`config.mk`:
```
export PLATFORM = sky130hd
export DESIGN_NAME = seg_msg_scan
export DESIGN_NICKNAME = d
export VERILOG_FILES = /design/src/rtl/seg_msg_scan.sv
export SDC_FILE = /design/constraint.sdc
export NUM_CORES = 1
export LEC_CHECK = 0
export ABC_CLOCK_PERIOD_IN_PS = 4700
export BUFFER_PORTS_ARGS = -buffer_cell sky130_fd_sc_hd__buf_2
export CAP_MARGIN = 5
export CORE_UTILIZATION = 45
export DETAILED_ROUTE_END_ITERATION = 8
export PLACE_DENSITY_LB_ADDON = 0.15
export SYNTH_ARGS = -nofsm -noshare
export SYNTH_HDL_FRONTEND = slang
export SYNTH_SLANG_ARGS = --single-unit
```
`constraint.sdc`:
```
create_clock -name clk -period 4.7 [get_ports clk]
set_input_delay 0.47 -clock clk [delete_from_list [all_inputs] [get_ports clk]]
set_output_delay 0.47 -clock clk [all_outputs]
set_load 0.02 [all_outputs]
```
`src/rtl/seg_msg_scan.sv`:
```
// Multiplexed 7-segment message driver: latches one of four 4-char messages on start,
// scans the digits, optionally blinks, and blanks with a done pulse after the hold time.
//   state | meaning
//   IDLE  | display blank, counters held at 0
//   ON    | message lit (even phase)
//   OFF   | dark if blinking, else still lit (odd phase)
module seg_msg_scan #(
  parameter int NUM_DIGITS   = 4,
  parameter int SCAN_DIV     = 1000,
  parameter int BLINK_FRAMES = 125,
  parameter int HOLD_BLINKS  = 4
) (
  input  logic                  clk,
  input  logic                  rst,
  input  logic                  start,
  input  logic [1:0]            msg_sel,
  input  logic                  blink_en,
  input  logic                  en,
  output logic [6:0]            seg,
  output logic [NUM_DIGITS-1:0] com,
  output logic                  busy,
  output logic                  done
);

  localparam int NUM_PHASES = 2 * HOLD_BLINKS;
  localparam int SW = (SCAN_DIV > 1) ? $clog2(SCAN_DIV) : 1;
  localparam int DW = (NUM_DIGITS > 1) ? $clog2(NUM_DIGITS) : 1;
  localparam int FW = (BLINK_FRAMES > 1) ? $clog2(BLINK_FRAMES) : 1;
  localparam int PW = (NUM_PHASES > 1) ? $clog2(NUM_PHASES) : 1;

  localparam logic [SW-1:0] SCAN_LAST  = SW'(SCAN_DIV - 1);
  localparam logic [DW-1:0] DIGIT_LAST = DW'(NUM_DIGITS - 1);
  localparam logic [FW-1:0] FRAME_LAST = FW'(BLINK_FRAMES - 1);
  localparam logic [PW-1:0] PHASE_LAST = PW'(NUM_PHASES - 1);

  typedef enum logic [1:0] {IDLE, ON, OFF} state_t;

  state_t        state_q, state_d;
  logic [SW-1:0] scan_cnt;
  logic [DW-1:0] digit;
  logic [FW-1:0] frame_cnt;
  logic [PW-1:0] phase_cnt;
  logic [1:0]    msg_q;
  logic          blink_q;
  logic          clear, done_d;
  logic          scan_last, digit_last, frame_last, phase_end;
  logic          show;
  logic [3:0]    dig_ext;
  logic [6:0]    char_seg;
  logic [NUM_DIGITS-1:0] com_onehot;

  assign scan_last  = (scan_cnt == SCAN_LAST);
  assign digit_last = (digit == DIGIT_LAST);
  assign frame_last = (frame_cnt == FRAME_LAST);
  assign phase_end  = scan_last && digit_last && frame_last;

  always_ff @(posedge clk or posedge rst) begin
    if (rst) state_q <= IDLE;
    else     state_q <= state_d;
  end

  // A start in any state restarts the display and suppresses the done pulse.
  always_comb begin
    state_d = state_q;
    clear   = 1'b0;
    done_d  = 1'b0;
    if (start) begin
      state_d = ON;
      clear   = 1'b1;
    end else begin
      case (state_q)
        ON:  if (phase_end) state_d = OFF;
        OFF: if (phase_end) begin
               if (phase_cnt == PHASE_LAST) begin
                 state_d = IDLE;
                 done_d  = 1'b1;
               end else begin
                 state_d = ON;
               end
             end
        default: ;
      endcase
    end
  end

  always_ff @(posedge clk or posedge rst) begin
    if (rst) begin
      scan_cnt  <= '0;
      digit     <= '0;
      frame_cnt <= '0;
      phase_cnt <= '0;
    end else if (clear || state_q == IDLE) begin
      scan_cnt  <= '0;
      digit     <= '0;
      frame_cnt <= '0;
      phase_cnt <= '0;
    end else if (!scan_last) begin
      scan_cnt <= scan_cnt + SW'(1);
    end else begin
      scan_cnt <= '0;
      if (!digit_last) begin
        digit <= digit + DW'(1);
      end else begin
        digit <= '0;
        if (!frame_last) begin
          frame_cnt <= frame_cnt + FW'(1);
        end else begin
          frame_cnt <= '0;
          phase_cnt <= (phase_cnt == PHASE_LAST) ? '0 : phase_cnt + PW'(1);
        end
      end
    end
  end

  // Digits beyond the fourth scan their common line but carry no character.
  always_comb begin
    dig_ext  = 4'(digit);
    char_seg = 7'h00;
    if (dig_ext < 4'd4) begin
      case ({msg_q, dig_ext[1:0]})
        4'b00_00: char_seg = 7'h47;
        4'b00_01: char_seg = 7'h77;
        4'b00_10: char_seg = 7'h30;
        4'b00_11: char_seg = 7'h0E;
        4'b01_00: char_seg = 7'h7E;
        4'b01_01: char_seg = 7'h67;
        4'b01_10: char_seg = 7'h4F;
        4'b01_11: char_seg = 7'h15;
        4'b10_00, 4'b10_01, 4'b10_10, 4'b10_11: char_seg = 7'h01;
        default: char_seg = 7'h7F;
      endcase
    end
  end

  assign com_onehot = NUM_DIGITS'(1) << digit;
  assign show = en && ((state_q == ON) || (state_q == OFF && !blink_q));

  always_ff @(posedge clk or posedge rst) begin
    if (rst) begin
      seg     <= '0;
      com     <= '0;
      done    <= 1'b0;
      msg_q   <= '0;
      blink_q <= 1'b0;
    end else begin
      seg  <= show ? char_seg : '0;
      com  <= show ? com_onehot : '0;
      done <= done_d;
      if (start) begin
        msg_q   <= msg_sel;
        blink_q <= blink_en;
      end
    end
  end

  assign busy = (state_q != IDLE);

endmodule
```
# After elaboration in Yosys (flattened, before gate mapping)
# Memory sizes are Yosys's and may differ from the RTL's.
# Cells that the tools add are included.
# classes
add_sub_neg	4
eq_ne	8
shifts	1
n_mux	26
reduce_logical	16
# ops
cell	n
$mux W7	5
$mux W10	2
$mux W3	5
$mux W2	6
$add A10 B1 Y10 const B	1
$eq A10 B10 Y1 const B	1
$reduce_bool A2 Y1	4
$add A7 B1 Y7 const B	1
$eq A7 B7 Y1 const B	1
$mux W1	6
$ne A3 B3 Y1 const B	2
$reduce_and A3 Y1	2
$eq A2 B2 Y1 const B	2
$logic_and A1 B1 Y1	4
$mux W4	1
$pmux W2 S2	1
$shl A1 B2 Y4 const A	1
$add A3 B1 Y3 const B	1
$eq A3 B3 Y1 const B	1
$reduce_bool A3 Y1	1
$add A2 B1 Y2 const B	1
$eq A2 B1 Y1 const B	1
$logic_not A2 Y1	1
$logic_or A1 B1 Y1	2
2 further kinds	2
# word_totals
reg_bits	39
mem_bits_ro	112
out_inout_bits	13
elab_cells	66
memories	1
# mem_list
memory	words	word_bits	rd	rd_clocked_by_memory_dff	write_ports	line	source
(name not given)	16	7	1	0	0	120	case ({msg_q, dig_ext[1:0]})

# Depth between registers and ports, before layout
# Gate-level depths: netlist of the first run.
# depth
ltp_word	6
ltp_mapped	6
ltp_nobuf	6

# Least setup slack after synthesis of the first run
# No wires, ideal clock.
# synth_timing
path_type	register -> register
startpoint	register scan_cnt[0]
endpoint	register frame_cnt[3]
setup_ns	0.120
arrival_time_ns	1.494
required_ns	4.580
setup_slack_ns	3.086
path_stages_with_launch	7
path_buffers	1
synth_period_minus_slack_ns	1.614
cell_sequence	dfrtp_1 -> ha_1 -> and2_1 -> and4_1 -> buf_2 -> o21ai_0 -> a31o_2
# synth_via
elab_chain_cells	3
# synth_rtl
element	line	source
start, declared	39	logic [SW-1:0] scan_cnt;
start signal, assigned	98	scan_cnt <= scan_cnt + SW'(1);
$eq A10 B10 Y1	52	assign scan_last = (scan_cnt == SCAN_LAST);
$reduce_bool A2 Y1 (no source line)	n/a	
$reduce_and A2 Y1 (no source line)	n/a	
end signal, assigned	106	frame_cnt <= frame_cnt + FW'(1);
end, declared	41	logic [FW-1:0] frame_cnt;
# Every way passes these cells.
# A chain may end at the register's enable or synchronous reset.

# Final worst setup path of the first run
# layout_timing
startpoint	register scan_cnt[0]
endpoint	register phase_cnt[0]
# layout_via
elab_chain_cells	3
# layout_rtl
element	line	source
$eq A10 B10 Y1	52	
$reduce_bool A2 Y1 (no source line)	n/a	
$reduce_and A3 Y1 (no source line)	n/a	
end signal, assigned	109	phase_cnt <= (phase_cnt == PHASE_LAST) ? '0 : phase_cnt + PW'(1);
end, declared	42	logic [PW-1:0] phase_cnt;
# Every way passes these cells.

==> results of run 1 <==
flip-flops by register name, summed over array words and instances, names as in the netlist:
name	cells
scan_cnt	10
frame_cnt	7
seg	7
com	4
phase_cnt	3
digit	2
msg_q	2
state_q	2
blink_q	1
done	1
cells by family (layout without fill, tap and decap cells):
kind of cell	Yosys count	after routing	share of synthesized area
mux	3	3	0.0173
buf+inv	13	35	0.0273
xor+xnor	8	8	0.0372
fa+ha+maj	10	10	0.0665
compound gates	37	37	0.118
simple gates	73	73	0.215
flops	39	39	0.519
critical path: cells and delay by family (launching register included):
kind                     cells  cell delay, ns
adder cells (fa/ha/maj)      1            0.29
AND/OR/NAND/NOR              3            0.89
flip-flops                   1            0.44
AO/OA/AOI/OAI                1            0.20
metrics by stage:
step	cell area (um^2)	total power [mW]
finish	2150	0.729
global route	2150	0.761
CTS	2150	0.736
detailed placement	2020	0.405
floorplan	1880	0.389
global placement	2020	0.403
cell type report:
| type | count | area, um^2 | area share |
|---|---|---|---|
| repair buffers | 20 | 103 | 0.0476 |
| inverters | 7 | 26.3 | 0.0122 |
| clock inverters | 2 | 60.1 | 0.0279 |
| flip-flops and latches | 39 | 976 | 0.453 |
| well taps | 50 | 62.6 | 0.0290 |
| multi-input cells | 131 | 855 | 0.397 |
| clock buffers | 6 | 72.6 | 0.0337 |
power by group:
part	leakage, nW	switching, mW	internal (mW)	total (mW)
Combinational	0.420	0.0297	0.0147	0.0444
Clock	0.0654	0.118	0.212	0.330
Sequential	0.519	0.00856	0.345	0.354
placed cells by master (no fill, tap or decap), types with 2 or more instances in the layout:
cell type,instances
sky130_fd_sc_hd__dfrtp_1,39
sky130_fd_sc_hd__buf_2,19
sky130_fd_sc_hd__nor2_1,18
sky130_fd_sc_hd__a21oi_1,14
sky130_fd_sc_hd__nand2_1,13
sky130_fd_sc_hd__o21ai_0,12
sky130_fd_sc_hd__nand3_1,10
sky130_fd_sc_hd__ha_1,10
sky130_fd_sc_hd__inv_1,7
sky130_fd_sc_hd__xor2_1,7
sky130_fd_sc_hd__and3_1,6
sky130_fd_sc_hd__and2_1,6
sky130_fd_sc_hd__clkbuf_8,5
sky130_fd_sc_hd__nand4_1,3
sky130_fd_sc_hd__nor2b_1,2
sky130_fd_sc_hd__and4_1,2
sky130_fd_sc_hd__a41oi_1,2
sky130_fd_sc_hd__nor3_1,2
sky130_fd_sc_hd__mux2_2,2
sky130_fd_sc_hd__bufinv_16,2
worst paths after layout:
| check | endpoint | start | slack (ns) | depth (start not counted) |
|---|---|---|---|---|
| max in group asynchronous | phase_cnt[1] | rst | 4.08 | 3 |
| hold / removal | com[0] | rst | 0.28 | 3 |
| hold reg to reg | phase_cnt[0] | phase_cnt[0] | 0.54 | 1 |
| setup reg to reg | phase_cnt[0] | scan_cnt[0] | 2.79 | 5 |
| min in group clk | msg_q[1] | msg_sel[1] | 0.41 | 3 |
| setup / recovery | phase_cnt[0] | scan_cnt[0] | 2.79 | 5 |
metal layers:
layer / up-vias / wire length, um
met5: - / 0
met1: 689 / 1660
li1: 693 / -
met3: 9 / 138
met4: 0 / 61
met2: 32 / 1730
==> flow_summary.yaml, run 1 <==
outcome:
  status: "finished clean"
clock_network:
  clockBufferDepth: 2
  clkSlewWorstSetupHoldPaths_ns: 0.08
  clock_latency_ns: 0.29
  post_cts_hold_buffer_count: 0
  postCtsSetupRepairBufs: 0
  postCtsResizedCells: 0
  cts-root-buf: "sky130_fd_sc_hd__clkbuf_8"
  htree_num_levels: 2
  tritoncts: "yes"
  cts_buffers: 5
  sink_count: 39
worst_setup_path:
  crit_path_max_fanout: 15
  timing.critical_path.slowest_cell_delay_ns: 0.44
  worstPathRequired_ns: 4.90
  worstSetupStartpointType: "flip-flop"
  worstPathCellList: "ha_1 > and2_1 > nand4_4 > or3_4 > o31ai_2"
  worst-setup-path-type: "reg2reg"
  worst_path_max_delay_cell: "sky130_fd_sc_hd__dfrtp_1"
  data_arrival_time_at_the_worst_slack_endpoint_ns: 2.11
  endpoint_kind: "flip-flop"
route:
  number_of_vias_in_the_routed_layout: 1423
  dr.first_iter.drc_count: 97
  detail-route-antenna-nets: 0
  routed_wirelength_normalized_by_instance_count_um: 14.1
  drcViolationCount: 0
  vias_per_cell: 5.58
  first_pass_iters: 4
  route.final.wire_length_mm: 3.59
synth:
  post_synth_instance_area_um2: 1880
  count_of_yosys_warnings_during_synthesis: 0
  synthFlopType: "sky130_fd_sc_hd__dfrtp_1"
  synth_area_per_cell_um2: 10.3
  yosys.cell_count.top_type: "sky130_fd_sc_hd__dfrtp_1"
  yosys_register_bits: 39
  yosys.area.top_type: "sky130_fd_sc_hd__dfrtp_1"
  synth.distinct_cells: 41
  synth_top_cells_by_area: "sky130_fd_sc_hd__dfrtp_1 (52%), sky130_fd_sc_hd__ha_1 (6.6%), sky130_fd_sc_hd__a21oi_1 (3.7%), sky130_fd_sc_hd__nor2_1 (3.6%), sky130_fd_sc_hd__xor2_1 (3.3%)"
  synthesis.nets: 200
  top_cells_by_count_synth: "sky130_fd_sc_hd__dfrtp_1 (39), sky130_fd_sc_hd__nor2_1 (18), sky130_fd_sc_hd__a21oi_1 (14)"
  yosys.area.top_type_share: 0.519
  synth_edf_count: 0
  synthCells: 183
  synthArstFlopShare: 1.00
  synth_seq_area_share: 0.519
global_route:
  grt.met1_usage: 0.247
  grt_pass1_wl_mm: 6.26
  grt_use_total: 0.190
  globalRoute.totalOverflow: 0
  maximum_number_of_pins_on_one_net_before_global_route_repair: 40
  grt_antenna_before_repair: 0
  grt_pass1_vias: 1369
  global_route_hottest_layer: "met2"
  use_met2: 0.303
  global_route.usage.met3: 0.0462
hold_path:
  min-delay-path-class: "in2async"
timing:
  clock.fmax_mhz: 522
  maxSlewViolCount: 0
  min_period_ns: 1.91
  timing.final.hold_violations: 0
  slew_headroom: 0.681
  layout_setup_ws_ns: 2.79
  worst_slew_pin_slew_ns: 0.478
  finalClockSkew_ns: 0.00948
  layout_worst_path_cycle_share: 0.407
  setup_viol: 0
  fin_setup_tns_ns: 0
  unrepaired_setup_endpoints_after_global_routing: "no"
  worst_hold_slack_ns: 0.282
floorplan:
  initial_utilization: 0.470
  die_w_um: 66.7
  std_cell_rows: 23
  die_height_um: 66.7
  floorplan_core_area_um2: 4000
  boundaryPins: 20
  die_area_um2: 4440
final_layout:
  antennaDiodeCount: 0
  post_route_cells_drive_above_1_share: 0.171
  flow.area_growth_from_synthesis_pct: 14.5
  final_core_util: 0.539
  finalNonFillerCells: 255
  fillCellCount: 355
  finalNetCount: 221
place:
  count_of_buffers_from_port_buffering: 19
  place.detailed.hpwl_mm: 2.55
  finalWeightedCongestion: 0.835
  dpl.cell_count: 247
  placement.setup.worst_slack_ns: 2.81
power_and_ir_drop:
  power_density_nw_per_um2: 338
  power.ir.vdd_worst_uv: 190
  cellLeakagePower_nw: 1.00
flow_run:
  cap_viol_max_count: 0
Power figures use the tool's default switching activity.
==> inputs of run 2 (changes only) <==
--- a/config.mk
+++ b/config.mk
@@ -5,7 +5,7 @@
 export SDC_FILE = /design/constraint.sdc
 export NUM_CORES = 1
 export LEC_CHECK = 0
-export ABC_CLOCK_PERIOD_IN_PS = 4700
+export ABC_CLOCK_PERIOD_IN_PS = 1900
 export BUFFER_PORTS_ARGS = -buffer_cell sky130_fd_sc_hd__buf_2
 export CAP_MARGIN = 5
 export CORE_UTILIZATION = 45
==> constraint.sdc (replaced) <==
create_clock -name clk -period 1.9 [get_ports clk]
set_input_delay 0.19 -clock clk [delete_from_list [all_inputs] [get_ports clk]]
set_output_delay 0.19 -clock clk [all_outputs]
set_load 0.02 [all_outputs]
==> flow_summary.yaml, run 2 (same netlist as run 1, synthesis figures left out) <==
route:
  dr.first_iter.drc_count: 61
  drcViolationCount: 0
  met2_wirelength_mm: 1.98
  vias_per_cell: 5.48
  route.final.wire_length_mm: 3.85
  route.met3.wl_um: 182
  first_pass_iters: 4
  number_of_vias_in_the_routed_layout: 1424
  maxUsedRoutingLayer: "met4"
  routed_wirelength_normalized_by_instance_count_um: 14.8
  routedLengthMet1_mm: 1.63
  detail-route-antenna-nets: 0
place:
  count_of_buffers_from_port_buffering: 19
  place.detailed.hpwl_mm: 2.66
  finalWeightedCongestion: 0.830
final_layout:
  post_route_cells_drive_above_1_share: 0.195
  finalNetCount: 226
  biggest_regs: "scan_cnt x10, frame_cnt x7, seg x7"
  mostFrequentLayoutCells: "sky130_fd_sc_hd__dfrtp_1 (39), sky130_fd_sc_hd__buf_2 (19), sky130_fd_sc_hd__nor2_1 (18), sky130_fd_sc_hd__a21oi_1 (14), sky130_fd_sc_hd__nand2_1 (13)"
  registers.top_by_ff_count: "scan_cnt"
  number_of_flip_flops_in_the_largest_register: 10
  final_common_cell: "sky130_fd_sc_hd__dfrtp_1"
  flow.area_growth_from_synthesis_pct: 16.8
  antennaDiodeCount: 0
timing:
  timing.final.hold_violations: 0
  worst_slew_pin_slew_ns: 0.479
  layout_worst_path_cycle_share: 0.929
  worst_hold_slack_ns: 0.00180
  setup_viol: 0
  slew_headroom: 0.678
  maxSlewViolCount: 0
  clock.fmax_mhz: 566
  unrepaired_setup_endpoints_after_global_routing: "no"
  min_period_ns: 1.77
  fin_setup_tns_ns: 0
  finalClockSkew_ns: 0.00989
worst_setup_path:
  cell_count_of_the_worst_reg_to_reg_path: 5
  setup.worst_path.start: "scan_cnt[0]"
  crit_path_max_fanout: 8
  worstPathRequired_ns: 2.11
  worstSetupStartpointType: "flip-flop"
  worst_r2r_startpoint: "scan_cnt[0]"
  data_arrival_time_at_the_worst_slack_endpoint_ns: 1.98
  worst-setup-path-type: "reg2reg"
  endpoint_kind: "flip-flop"
global_route:
  grt_pass1_vias: 1410
  grt_use_total: 0.197
  globalRoute.totalOverflow: 0
  grt_pass1_wl_mm: 6.40
  grt_antenna_before_repair: 0
  maximum_number_of_pins_on_one_net_before_global_route_repair: 40
flow_run:
  cap_viol_max_count: 0
floorplan:
  die_area_um2: 4440
  std_cell_rows: 23
  die_w_um: 66.7
  boundaryPins: 20
  floorplan_core_area_um2: 4000
  die_height_um: 66.7
  initial_utilization: 0.470
clock_network:
  tritoncts: "yes"
  clock_latency_ns: 0.30
  clockBufferDepth: 2
  cts_buffers: 5
  postCtsResizedCells: 0
  cts-root-buf: "sky130_fd_sc_hd__clkbuf_8"
  post_cts_hold_buffer_count: 0
  sink_count: 39
  htree_num_levels: 2
  postCtsSetupRepairBufs: 0
  clkSlewWorstSetupHoldPaths_ns: 0.08
power_and_ir_drop:
  cellLeakagePower_nw: 1.03
  power.ir.vdd_worst_uv: 398
  power_density_nw_per_um2: 823
outcome:
  status: "finished clean"
hold_path:
  min-delay-path-class: "in2async"
run 2: cell types whose count changed in the layout (fill, tap and decap cells not counted):
| cell | change |
|---|---|
| sky130_fd_sc_hd__buf_4 | +5 |
| sky130_fd_sc_hd__nor4b_1 | -1 |
| sky130_fd_sc_hd__nor4b_2 | +1 |
run 2: layout make-up:
cell class	instances	area [um^2]
fillers	364	1800
flip-flops and latches	39	976
multi-input cells	131	861
repair buffers	25	140
clock buffers	6	72.6
well taps	50	62.6
clock inverters	2	60.1
inverters	7	26.3
run 2: path summary, 6_finish.rpt:
| check | to | slack (ns) |
|---|---|---|
| worst max-delay path | phase_cnt[0] | 0.13 |
| worst min-delay path | com[2] | 0.002 |
| worst max register to register | phase_cnt[0] | 0.13 |
| worst min register to register | phase_cnt[0] | 0.51 |
| max in group asynchronous | scan_cnt[5] | 1.56 |
| min in group clk | msg_q[0] | 0.12 |
run 2: critical path: stages, from the launching register on:
cell	delay, ns
sky130_fd_sc_hd__dfrtp_1	0.43
sky130_fd_sc_hd__ha_1	0.27
sky130_fd_sc_hd__and2_1	0.23
sky130_fd_sc_hd__nand4_4	0.17
sky130_fd_sc_hd__or3_4	0.42
sky130_fd_sc_hd__o31ai_2	0.18
run 2: where the power goes:
part / total, mW / switching [mW] / internal, mW / leakage (nW)
clock: 0.822 / 0.297 / 0.525 / 0.0654
sequential: 0.875 / 0.0212 / 0.854 / 0.519
combinational: 0.113 / 0.0741 / 0.0388 / 0.444
total: 1.81 / 0.392 / 1.42 / 1.03
run 2: through the flow:
stage               area, um^2  total power, mW  worst slack (ns)  utilization  instances
CTS                       2190             1.83             0.128        0.548        260
finish                    2200             1.81             0.134        0.550        260
detailed placement        2060             1.01             0.144        0.515        252
global route              2200             1.87            0.0210        0.550        260
floorplan                 1880            0.962             0.286            -        183
global placement          2060             1.00             0.212        0.515        252
run 2: metal layers:
metal,up-vias,global-route usage
met2,35,0.336
met1,694,0.229
met4,0,0.0931
met5,-,0
met3,4,0.0514
li1,691,-
